===== src/rtl/mem_io_arbiter_pkg.sv =====
`default_nettype none
// ============================================================================
// Module   : mem_io_arbiter_pkg
// Brief    : Shared FSM state encoding and parameter defaults for the
//            CPU/IO memory arbiter.
// Revision : 1.0
// ============================================================================
package mem_io_arbiter_pkg;

    typedef enum logic [1:0] {
        ST_IDLE    = 2'd0,
        ST_CPU_ACC = 2'd1,
        ST_IO_ACC  = 2'd2
    } arb_state_t;

    localparam int unsigned C_WAIT_CYCLES_DEFAULT    = 1;
    localparam int unsigned C_MAX_CPU_STREAK_DEFAULT = 4;
    localparam int unsigned C_COUNT_W                = 4;
    localparam int unsigned C_DATA_W                 = 32;

endpackage
`default_nettype wire


===== src/rtl/mem_io_arbiter_if.sv =====
`default_nettype none
// ============================================================================
// Module   : mem_io_arbiter_if
// Brief    : CPU, IO-master and memory buses of the arbiter; slave = arbiter
//            side, master = requesters plus memory.
// Revision : 1.0
// ============================================================================
interface mem_io_arbiter_if;
    import mem_io_arbiter_pkg::*;

    logic                cpu_req;
    logic                cpu_we;
    logic [C_DATA_W-1:0] cpu_addr;
    logic [C_DATA_W-1:0] cpu_wdata;
    logic                cpu_stall;
    logic [C_DATA_W-1:0] cpu_rdata;

    logic                io_req;
    logic                io_we;
    logic [C_DATA_W-1:0] io_addr;
    logic [C_DATA_W-1:0] io_wdata;
    logic                io_ack;
    logic [C_DATA_W-1:0] io_rdata;

    logic [C_DATA_W-1:0] mem_addr;
    logic [C_DATA_W-1:0] mem_wdata;
    logic                mem_we;
    logic [C_DATA_W-1:0] mem_rdata;

    modport slave (
        input  cpu_req, cpu_we, cpu_addr, cpu_wdata,
        output cpu_stall, cpu_rdata,
        input  io_req, io_we, io_addr, io_wdata,
        output io_ack, io_rdata,
        output mem_addr, mem_wdata, mem_we,
        input  mem_rdata
    );

    modport master (
        output cpu_req, cpu_we, cpu_addr, cpu_wdata,
        input  cpu_stall, cpu_rdata,
        output io_req, io_we, io_addr, io_wdata,
        input  io_ack, io_rdata,
        input  mem_addr, mem_wdata, mem_we,
        output mem_rdata
    );

endinterface
`default_nettype wire


===== src/rtl/mem_io_arbiter_wait_counter.sv =====
`default_nettype none
// ============================================================================
// Module   : arb_wait_counter
// Brief    : Loadable down-counter that stops at zero and flags it.
// Revision : 1.0
// ============================================================================
module arb_wait_counter
    import mem_io_arbiter_pkg::*;
#(
    parameter int unsigned WIDTH = C_COUNT_W
) (
    input  logic             clock,
    input  logic             resetn,
    input  logic             load,
    input  logic [WIDTH-1:0] load_value,
    output logic             zero
);

    logic [WIDTH-1:0] r_count;

    always_ff @(posedge clock) begin
        if (!resetn) begin
            r_count <= '0;
        end else if (load) begin
            r_count <= load_value;
        end else if (r_count != '0) begin
            r_count <= r_count - WIDTH'(1);
        end
    end

    assign zero = (r_count == '0);

endmodule
`default_nettype wire


===== src/rtl/mem_io_arbiter.sv =====
`default_nettype none
// ============================================================================
// Module   : mem_io_arbiter
// Brief    : Arbitrates one memory port between the CPU MEM stage and an IO
//            master; MEM_IO_ARBITER_PERF_EN adds grant/stall counters.
// Revision : 1.0
// ============================================================================
module mem_io_arbiter
    import mem_io_arbiter_pkg::*;
#(
    parameter int unsigned WAIT_CYCLES    = C_WAIT_CYCLES_DEFAULT,
    parameter int unsigned MAX_CPU_STREAK = C_MAX_CPU_STREAK_DEFAULT
) (
    input  logic                clock,
    input  logic                resetn,
    mem_io_arbiter_if.slave     bus
`ifdef MEM_IO_ARBITER_PERF_EN
    ,
    output logic [C_DATA_W-1:0] cpu_grant_cnt,
    output logic [C_DATA_W-1:0] io_grant_cnt,
    output logic [C_DATA_W-1:0] stall_cnt
`endif
);

    localparam logic [C_COUNT_W-1:0] C_WAIT_LOAD  = C_COUNT_W'(WAIT_CYCLES);
    localparam logic [C_COUNT_W-1:0] C_MAX_STREAK = C_COUNT_W'(MAX_CPU_STREAK);

    arb_state_t           r_state;
    arb_state_t           w_state_next;
    logic [C_COUNT_W-1:0] r_streak;
    logic                 w_contested;
    logic                 w_cpu_grant;
    logic                 w_io_grant;
    logic                 w_load;
    logic                 w_zero;
    logic                 w_cpu_sel;
    logic                 w_io_sel;
    logic                 w_cpu_done;
    logic                 w_io_done;

    arb_wait_counter #(
        .WIDTH (C_COUNT_W)
    ) u_wait_counter (
        .clock      (clock),
        .resetn     (resetn),
        .load       (w_load),
        .load_value (C_WAIT_LOAD),
        .zero       (w_zero)
    );

    always_ff @(posedge clock) begin
        if (!resetn) begin
            r_state <= ST_IDLE;
        end else begin
            r_state <= w_state_next;
        end
    end

    always_comb begin : p_fsm
        w_state_next = r_state;
        w_cpu_grant  = 1'b0;
        w_io_grant   = 1'b0;
        w_contested  = bus.cpu_req && bus.io_req;

        case (r_state)
            ST_IDLE: begin
                if (w_contested) begin
                    if (r_streak == C_MAX_STREAK) w_io_grant  = 1'b1;
                    else                          w_cpu_grant = 1'b1;
                end else if (bus.cpu_req) begin
                    w_cpu_grant = 1'b1;
                end else if (bus.io_req) begin
                    w_io_grant = 1'b1;
                end
                if (w_cpu_grant)     w_state_next = ST_CPU_ACC;
                else if (w_io_grant) w_state_next = ST_IO_ACC;
            end
            ST_CPU_ACC, ST_IO_ACC: begin
                if (w_zero) w_state_next = ST_IDLE;
            end
            default: w_state_next = ST_IDLE;
        endcase

        w_load = w_cpu_grant || w_io_grant;

        // Outputs are gated by resetn so an access caught by reset never completes.
        w_cpu_sel  = resetn && (r_state == ST_CPU_ACC);
        w_io_sel   = resetn && (r_state == ST_IO_ACC);
        w_cpu_done = w_cpu_sel && w_zero;
        w_io_done  = w_io_sel && w_zero;

        bus.mem_addr  = '0;
        bus.mem_wdata = '0;
        bus.mem_we    = 1'b0;
        bus.cpu_rdata = '0;
        bus.io_rdata  = '0;
        bus.io_ack    = w_io_done;
        bus.cpu_stall = bus.cpu_req && !w_cpu_done;

        if (w_cpu_sel) begin
            bus.mem_addr  = bus.cpu_addr;
            bus.mem_wdata = bus.cpu_wdata;
            bus.mem_we    = w_cpu_done && bus.cpu_we;
        end else if (w_io_sel) begin
            bus.mem_addr  = bus.io_addr;
            bus.mem_wdata = bus.io_wdata;
            bus.mem_we    = w_io_done && bus.io_we;
        end

        if (w_cpu_done) bus.cpu_rdata = bus.mem_rdata;
        if (w_io_done)  bus.io_rdata  = bus.mem_rdata;
    end

    // Only contested CPU wins build the streak; it never passes the limit
    // because reaching it hands the next contest to IO.
    always_ff @(posedge clock) begin
        if (!resetn) begin
            r_streak <= '0;
        end else if (w_io_grant) begin
            r_streak <= '0;
        end else if (w_cpu_grant && w_contested && (r_streak != C_MAX_STREAK)) begin
            r_streak <= r_streak + C_COUNT_W'(1);
        end
    end

`ifdef MEM_IO_ARBITER_PERF_EN
    logic [C_DATA_W-1:0] r_cpu_grant_cnt;
    logic [C_DATA_W-1:0] r_io_grant_cnt;
    logic [C_DATA_W-1:0] r_stall_cnt;

    always_ff @(posedge clock) begin
        if (!resetn) begin
            r_cpu_grant_cnt <= '0;
            r_io_grant_cnt  <= '0;
            r_stall_cnt     <= '0;
        end else begin
            if (w_cpu_grant)   r_cpu_grant_cnt <= r_cpu_grant_cnt + C_DATA_W'(1);
            if (w_io_grant)    r_io_grant_cnt  <= r_io_grant_cnt + C_DATA_W'(1);
            if (bus.cpu_stall) r_stall_cnt     <= r_stall_cnt + C_DATA_W'(1);
        end
    end

    assign cpu_grant_cnt = r_cpu_grant_cnt;
    assign io_grant_cnt  = r_io_grant_cnt;
    assign stall_cnt     = r_stall_cnt;
`endif

endmodule
`default_nettype wire


===== src/flat_wrapper.sv =====
// flat-port wrapper written by rule: the top's interface ports become plain ports
module mem_io_arbiter_flat import mem_io_arbiter_pkg::*;
#(
    parameter int unsigned WAIT_CYCLES    = C_WAIT_CYCLES_DEFAULT,
    parameter int unsigned MAX_CPU_STREAK = C_MAX_CPU_STREAK_DEFAULT
)
  (clock, resetn, bus_cpu_req, bus_cpu_we, bus_cpu_addr, bus_cpu_wdata, bus_cpu_stall, bus_cpu_rdata, bus_io_req, bus_io_we, bus_io_addr, bus_io_wdata, bus_io_ack, bus_io_rdata, bus_mem_addr, bus_mem_wdata, bus_mem_we, bus_mem_rdata);
  mem_io_arbiter_if bus_i ();
  input  logic clock;
  input  logic resetn;
  input wire logic [$bits(bus_i.cpu_req)-1:0] bus_cpu_req;
  input wire logic [$bits(bus_i.cpu_we)-1:0] bus_cpu_we;
  input wire logic [$bits(bus_i.cpu_addr)-1:0] bus_cpu_addr;
  input wire logic [$bits(bus_i.cpu_wdata)-1:0] bus_cpu_wdata;
  output wire logic [$bits(bus_i.cpu_stall)-1:0] bus_cpu_stall;
  output wire logic [$bits(bus_i.cpu_rdata)-1:0] bus_cpu_rdata;
  input wire logic [$bits(bus_i.io_req)-1:0] bus_io_req;
  input wire logic [$bits(bus_i.io_we)-1:0] bus_io_we;
  input wire logic [$bits(bus_i.io_addr)-1:0] bus_io_addr;
  input wire logic [$bits(bus_i.io_wdata)-1:0] bus_io_wdata;
  output wire logic [$bits(bus_i.io_ack)-1:0] bus_io_ack;
  output wire logic [$bits(bus_i.io_rdata)-1:0] bus_io_rdata;
  output wire logic [$bits(bus_i.mem_addr)-1:0] bus_mem_addr;
  output wire logic [$bits(bus_i.mem_wdata)-1:0] bus_mem_wdata;
  output wire logic [$bits(bus_i.mem_we)-1:0] bus_mem_we;
  input wire logic [$bits(bus_i.mem_rdata)-1:0] bus_mem_rdata;
  assign bus_i.cpu_req = bus_cpu_req;
  assign bus_i.cpu_we = bus_cpu_we;
  assign bus_i.cpu_addr = bus_cpu_addr;
  assign bus_i.cpu_wdata = bus_cpu_wdata;
  assign bus_cpu_stall = bus_i.cpu_stall;
  assign bus_cpu_rdata = bus_i.cpu_rdata;
  assign bus_i.io_req = bus_io_req;
  assign bus_i.io_we = bus_io_we;
  assign bus_i.io_addr = bus_io_addr;
  assign bus_i.io_wdata = bus_io_wdata;
  assign bus_io_ack = bus_i.io_ack;
  assign bus_io_rdata = bus_i.io_rdata;
  assign bus_mem_addr = bus_i.mem_addr;
  assign bus_mem_wdata = bus_i.mem_wdata;
  assign bus_mem_we = bus_i.mem_we;
  assign bus_i.mem_rdata = bus_mem_rdata;
  mem_io_arbiter #(.WAIT_CYCLES(WAIT_CYCLES), .MAX_CPU_STREAK(MAX_CPU_STREAK)) u_core (.clock(clock), .resetn(resetn), .bus(bus_i));
endmodule

===== config.mk =====
export PLATFORM = sky130hd
export DESIGN_NAME = mem_io_arbiter_flat
export DESIGN_NICKNAME = d
export VERILOG_FILES = /design/src/rtl/mem_io_arbiter_pkg.sv /design/src/rtl/mem_io_arbiter_if.sv /design/src/rtl/mem_io_arbiter_wait_counter.sv /design/src/rtl/mem_io_arbiter.sv /design/src/flat_wrapper.sv
export SDC_FILE = /design/constraint.sdc
export NUM_CORES = 1
export LEC_CHECK = 0
export ABC_AREA = 1
export CORE_AREA = 2 2 115 117
export DETAILED_ROUTE_END_ITERATION = 8
export DIE_AREA = 0 0 117 119
export GPL_TIMING_DRIVEN = 1
export PLACE_DENSITY = 0.64
export SETUP_SLACK_MARGIN = 0.2
export SLEW_MARGIN = 30
export SYNTH_ARGS = -nofsm -noshare
export SYNTH_HDL_FRONTEND = slang
export SYNTH_SLANG_ARGS = --single-unit

===== constraint.sdc =====
create_clock -name clock -period 1.3 [get_ports clock]
set_input_delay 0.26 -clock clock [delete_from_list [all_inputs] [get_ports clock]]
set_output_delay 0.26 -clock clock [all_outputs]
set_load 0.01 [all_outputs]

Yosys cells after proc, flatten, opt, wreduce, memory -nomap -nowiden
Cells that the tools add are included.

Register bits: 10. Output and inout bits: 131. Word-level logic and storage cells: 58.

Add/sub/neg operators: 2. Equality and inequality tests: 6. Muxes and demuxes: 25. Bitwise gates (word level): 1. Reductions and logical operators: 20.

Operator list (count): $mux W32 (6); $mux W1 (15); $logic_and A1 B1 Y1 (10); $mux W2 (3); $reduce_or A2 Y1 (3); $add A4 B1 Y4 const B (1); $eq A4 B3 Y1 const B (1); $logic_not A4 Y1 (1); $ne A4 B3 Y1 const B (1); $pmux W2 S2 (1); $reduce_bool A4 Y1 (1); $sub A4 B1 Y4 const B (1); $ne A3 B3 Y1 const B (1); $eq A2 B1 Y1 const B (1); $eq A2 B2 Y1 const B (1); $logic_not A2 Y1 (1); $ne A2 B1 Y1 const B (1); $reduce_and A2 Y1 (1); $reduce_bool A2 Y1 (1); $logic_not A1 Y1 (1); $logic_or A1 B1 Y1 (1); $not A1 Y1 (1).

Depth between registers and ports, before layout
Word-level depth: 7. Gate-level depth with buffers: 8. Gate-level depth less buffers: 8.

Modules after synthesis
From an unflattened synthesis, not the netlist that was laid out.

Cell total of the unflattened synthesis: 433. Area total of the unflattened synthesis: 2123.3 um^2.

By module, submodules not included: mem_io_arbiter (instances 1, cells an instance 393, area each 1875.5 um^2, seq. area each 120.1 um^2); arb_wait_counter (instances 1, cells an instance 40, area each 247.7 um^2, seq. area each 80.1 um^2).

Worst setup path before layout
OpenSTA, ideal clock, no wires.

Path type: register -> output. Start: reg u_core.r_state[1]. End: out bus_mem_addr[12]. Arrival: 1334 ps. Data required time: 1040 ps. Setup slack: -294 ps. Stages on the path, launching flop included: 8. Buffers on the path: 2. Cell sequence: dfxtp_1 -> inv_1 -> ha_1 -> inv_1 -> buf_2 -> buf_2 -> nand2_1 -> o21ai_0.

Longest elaborated chain between the ends: 4. Elaborated cells on any way between the ends: 6. Classes of those cells: eq/ne (2); mux (2); reduce/logical (2).

RTL lines: start: declaration (RTL line mem_io_arbiter.sv:28) `arb_state_t r_state;`; start signal: assignment (RTL line mem_io_arbiter.sv:55) `r_state <= w_state_next;`; $eq A2 B2 Y1 (RTL line mem_io_arbiter.sv:88) `w_io_sel = resetn && (r_state == ST_IO_ACC);`; $logic_and A1 B1 Y1 (RTL line mem_io_arbiter.sv:88); $mux W32 (RTL line mem_io_arbiter.sv:104) `end else if (w_io_sel) begin`; $mux W32 * (RTL line mem_io_arbiter.sv:100) `if (w_cpu_sel) begin`; end: declaration (RTL line flat_wrapper.sv:23) `output wire logic [$bits(bus_i.mem_addr)-1:0] bus_mem_addr;`.

Every way passes the cells marked *; elsewhere a longest branch is shown, timed or not.

Final worst setup path
Start: reg u_core.u_wait_counter.r_count[0]. End: out bus_cpu_rdata[21].

Longest elaborated chain between the ends: 3.

RTL lines: start: declaration (RTL line mem_io_arbiter_wait_counter.sv:19) `logic [WIDTH-1:0] r_count;`; start signal: assignment (RTL line mem_io_arbiter_wait_counter.sv:25) `r_count <= load_value;`; start signal: assignment (RTL line mem_io_arbiter_wait_counter.sv:27) `r_count <= r_count - WIDTH'(1);`; $logic_not A4 Y1 (RTL line mem_io_arbiter_wait_counter.sv:31) `assign zero = (r_count == '0);`; $logic_and A1 B1 Y1 (RTL line mem_io_arbiter.sv:89) `w_cpu_done = w_cpu_sel && w_zero;`; $mux W32 (RTL line mem_io_arbiter.sv:110) `if (w_cpu_done) bus.cpu_rdata = bus.mem_rdata;`; end: declaration (RTL line flat_wrapper.sv:16) `output wire logic [$bits(bus_i.cpu_rdata)-1:0] bus_cpu_rdata;`.

No other way between the ends.

==> flow_summary.json <==
{
  "status": "complete, but fails checks",
  "violations": "setup timing",
  "synthFlopType": "dfxtp_1",
  "htreeDepth": 1,
  "synth_enable_flop_cells": 0,
  "finalMaxSlewViolations": 0,
  "utilization_pct": 56.08,
  "synthAdderAreaFrac_pct": 4.084,
  "synthSimpleGateAreaFrac_pct": 49.65,
  "crit_fanout": 5,
  "sw_frac_of_total_pct": 41.26,
  "period_share_pct": 146.9,
  "grt_max_degree": 33,
  "yosysMostFrequentCell": "nand2_1",
  "hold_path.class": "flip-flop to flip-flop",
  "clk_pin_slew_ps": 40,
  "layout-drive-gt1-share_pct": 50.97,
  "grt_pass1_wl_um": 20110,
  "drc": 0,
  "cts-root-buf": "clkbuf_16",
  "fp.dieArea_mm2": 0.01392,
  "final_nets": 947,
  "boundaryPins": 297,
  "p_leak_nw": 3.290,
  "tightestPinTransition_ps": 271.0,
  "synth_top_family_by_area": "simple AND/OR/NAND/NOR gates",
  "gr-usage-all-layers_pct": 18.28,
  "pwr-share-comb_pct": 82.1,
  "synth_top_area_share_pct": 16.10,
  "synthesis.area_mm2": 0.002145,
  "synth_xor_area_share_pct": 1.225,
  "dp_hpwl_um": 10250,
  "wl_per_cell_um": 16.16,
  "placed_cells": 887,
  "critical_path_class": "flip-flop to output port",
  "layout_min_cycle_time_ps": 1910,
  "hold_buffers": 0,
  "crit_arrival_ps": 1650,
  "grt_antenna_before_repair": 0,
  "wl_um": 15330,
  "p_switching_mw": 2.327,
  "yosysUniqueCellTypes": 26,
  "timing.fmax_mhz": 523.6,
  "fin_tns_setup_ps": -65470,
  "ys_top_cells_by_count": "nand2_1, nand3_1, o21ai_0, nor2_1, inv_1",
  "pre_cts_ws_ps": -728.1,
  "startpoint_type": "flip-flop",
  "endpoint_kind": "output port",
  "n_antenna_cell": 0,
  "finalHoldViolations": 0,
  "initial_core_util_pct": 16.66,
  "place_congestion": 0.8437,
  "final_cells": 949,
  "design_area_mm2": 0.007221,
  "maxCapViolCount": 0,
  "drtAntennaViolNets": 0,
  "grt-ovfl-total": 0,
  "muxShareOfSynthArea_pct": 0,
  "placed_area_mm2": 0.006147,
  "power.density_mw_per_mm2": 781.0,
  "cts_tree": "yes",
  "p_seq_share_pct": 7.2,
  "insertion_delay_ps": 230,
  "die_x_um": 117,
  "synth_compound_area_share_pct": 17.39,
  "numCtsBuffers": 3,
  "async_reset_ff_share_pct": 0,
  "reg2reg_slack_ps": -10,
  "synth-seq-cells": 10,
  "syn_inst": 416,
  "clkPwrFrac_pct": 10.7,
  "grt_pass1_vias": 4013,
  "clock_skew_ps": 2.292,
  "ys_seq_area_share_pct": 9.335,
  "post_synth.cell_area_avg_um2": 5.155,
  "synthTopCellsByArea": "nand3_1, nand2_1, o21ai_0",
  "cts.sinks": 10,
  "cp_data_required_time_ps": 1040,
  "relSlewSlack_pct": 81.90,
  "fp.dieH_um": 119,
  "p_int_mw": 3.313,
  "setup_viol": 132,
  "vias": 4248,
  "drt_pass1_iterations": 5,
  "port_buffers": 296,
  "rsz0062_at_grt": "true",
  "area_delta_synth_final_pct": 236.7,
  "viasPerCell": 4.476,
  "layout_setup_ws_ps": -609.9,
  "fp.coreArea_mm2": 0.01287,
  "yosys.area.top_type": "nand3_1",
  "core.rowCount": 42,
  "ir_drop_mv": 0.6446,
  "synth_fp_nets": 589,
  "drt_iter0_markers": 158,
  "synth_warnings": 0,
  "cts_buffer_depth": 2
}
-- layer usage --
layer	up-vias	GRT usage (%)	wire, um	part of all wire (%)
li1	2048	-	-	-
met1	1948	18.90	5407	35
met2	227	37.25	8333	54
met3	25	3.155	1185	7.7
met4	0	3.529	407	2.7
met5	-	0	0	0
-- stage by stage --
step / total power [mW] / hold WS, ps
floorplan: 2.168 / 456.5
global placement: 3.698 / 476.4
detailed placement: 3.743 / 491.1
CTS: 4.712 / 498.6
global route: 5.953 / 522.2
finish: 5.640 / 501.5
-- cell type report --
type	instances	area [um2]
clock buffers	4	88.84
fillers	1140	5654
inverters	49	225.2
multi-input cells	322	2476
flip-flops and latches	10	212.7
well taps	176	220.2
repair buffers	386	3975
repair inverters	2	22.52
-- power groups by stage --
| stage | Sequential [mW] | Combinational [mW] | Clock [mW] |
|---|---|---|---|
| 2_1_floorplan | 0.406 | 1.76 | 0 |
| 3_3_place_gp | 0.407 | 3.29 | 0 |
| 3_5_place_dp | 0.412 | 3.33 | 0 |
| 4_1_cts | 0.403 | 3.69 | 0.615 |
| 5_1_grt | 0.410 | 4.91 | 0.629 |
| 6_report | 0.406 | 4.63 | 0.604 |
-- state kept, by name, summed over array words and instances, names as in the netlist --
register	flops
u_core.r_streak	4
u_core.u_wait_counter.r_count	4
u_core.r_state	2
-- cells in the final DEF (no fill, tap or decap), drive strengths merged --
cell             n
nor3             3
clkdlybuf4s50  162
a21oi            7
o21ai           66
dfxtp           10
dlygate4sd2      1
nand2           92
clkinv           1
nand3           70
xor2             2
clkdlybuf4s15    2
nand3b           1
ha               7
or2              1
nor2            70
o211ai           1
dlymetal6s2s     2
inv             50
xnor2            1
clkbuf          19
nand4            1
buf            204
-- final timing paths --
| kind | endpoint | from | cells after the start |
|---|---|---|---|
| max | bus_cpu_rdata[21] | u_core.u_wait_counter.r_count[0] | 10 |
| min | u_core.r_state[0] | u_core.r_state[0] | 2 |
| max reg2reg | u_core.u_wait_counter.r_count[1] | u_core.u_wait_counter.r_count[0] | 8 |
| min reg2reg | u_core.r_state[0] | u_core.r_state[0] | 2 |
-- worst max-delay path: stages, from the launching register on --
cell	delay, ps
dfxtp_2	320
inv_2	70
ha_4	160
nand2_8	60
inv_6	60
nand3_4	110
buf_6	170
buf_16	140
buf_6	120
nor2_4	90
buf_6	110
-- cell families after synthesis --
| group | after synthesis |
|---|---|
| DFF | 10 |
| and+or+nand+nor | 238 |
| xor gates and xnor gates | 3 |
| AOI/OAI and AO/OA | 74 |
| adders and majority gates | 7 |
| buffers and inverters | 84 |
-- timing repair --
item | in CTS | in global routing
setup buffers | 16 | 28
cloned | 7 | 7
gates resized for setup | 359 | 354
setup endpoints to repair | 141 | 141
pin swaps | 7 | 33
Note: power is estimated with default switching activity, not from simulation.
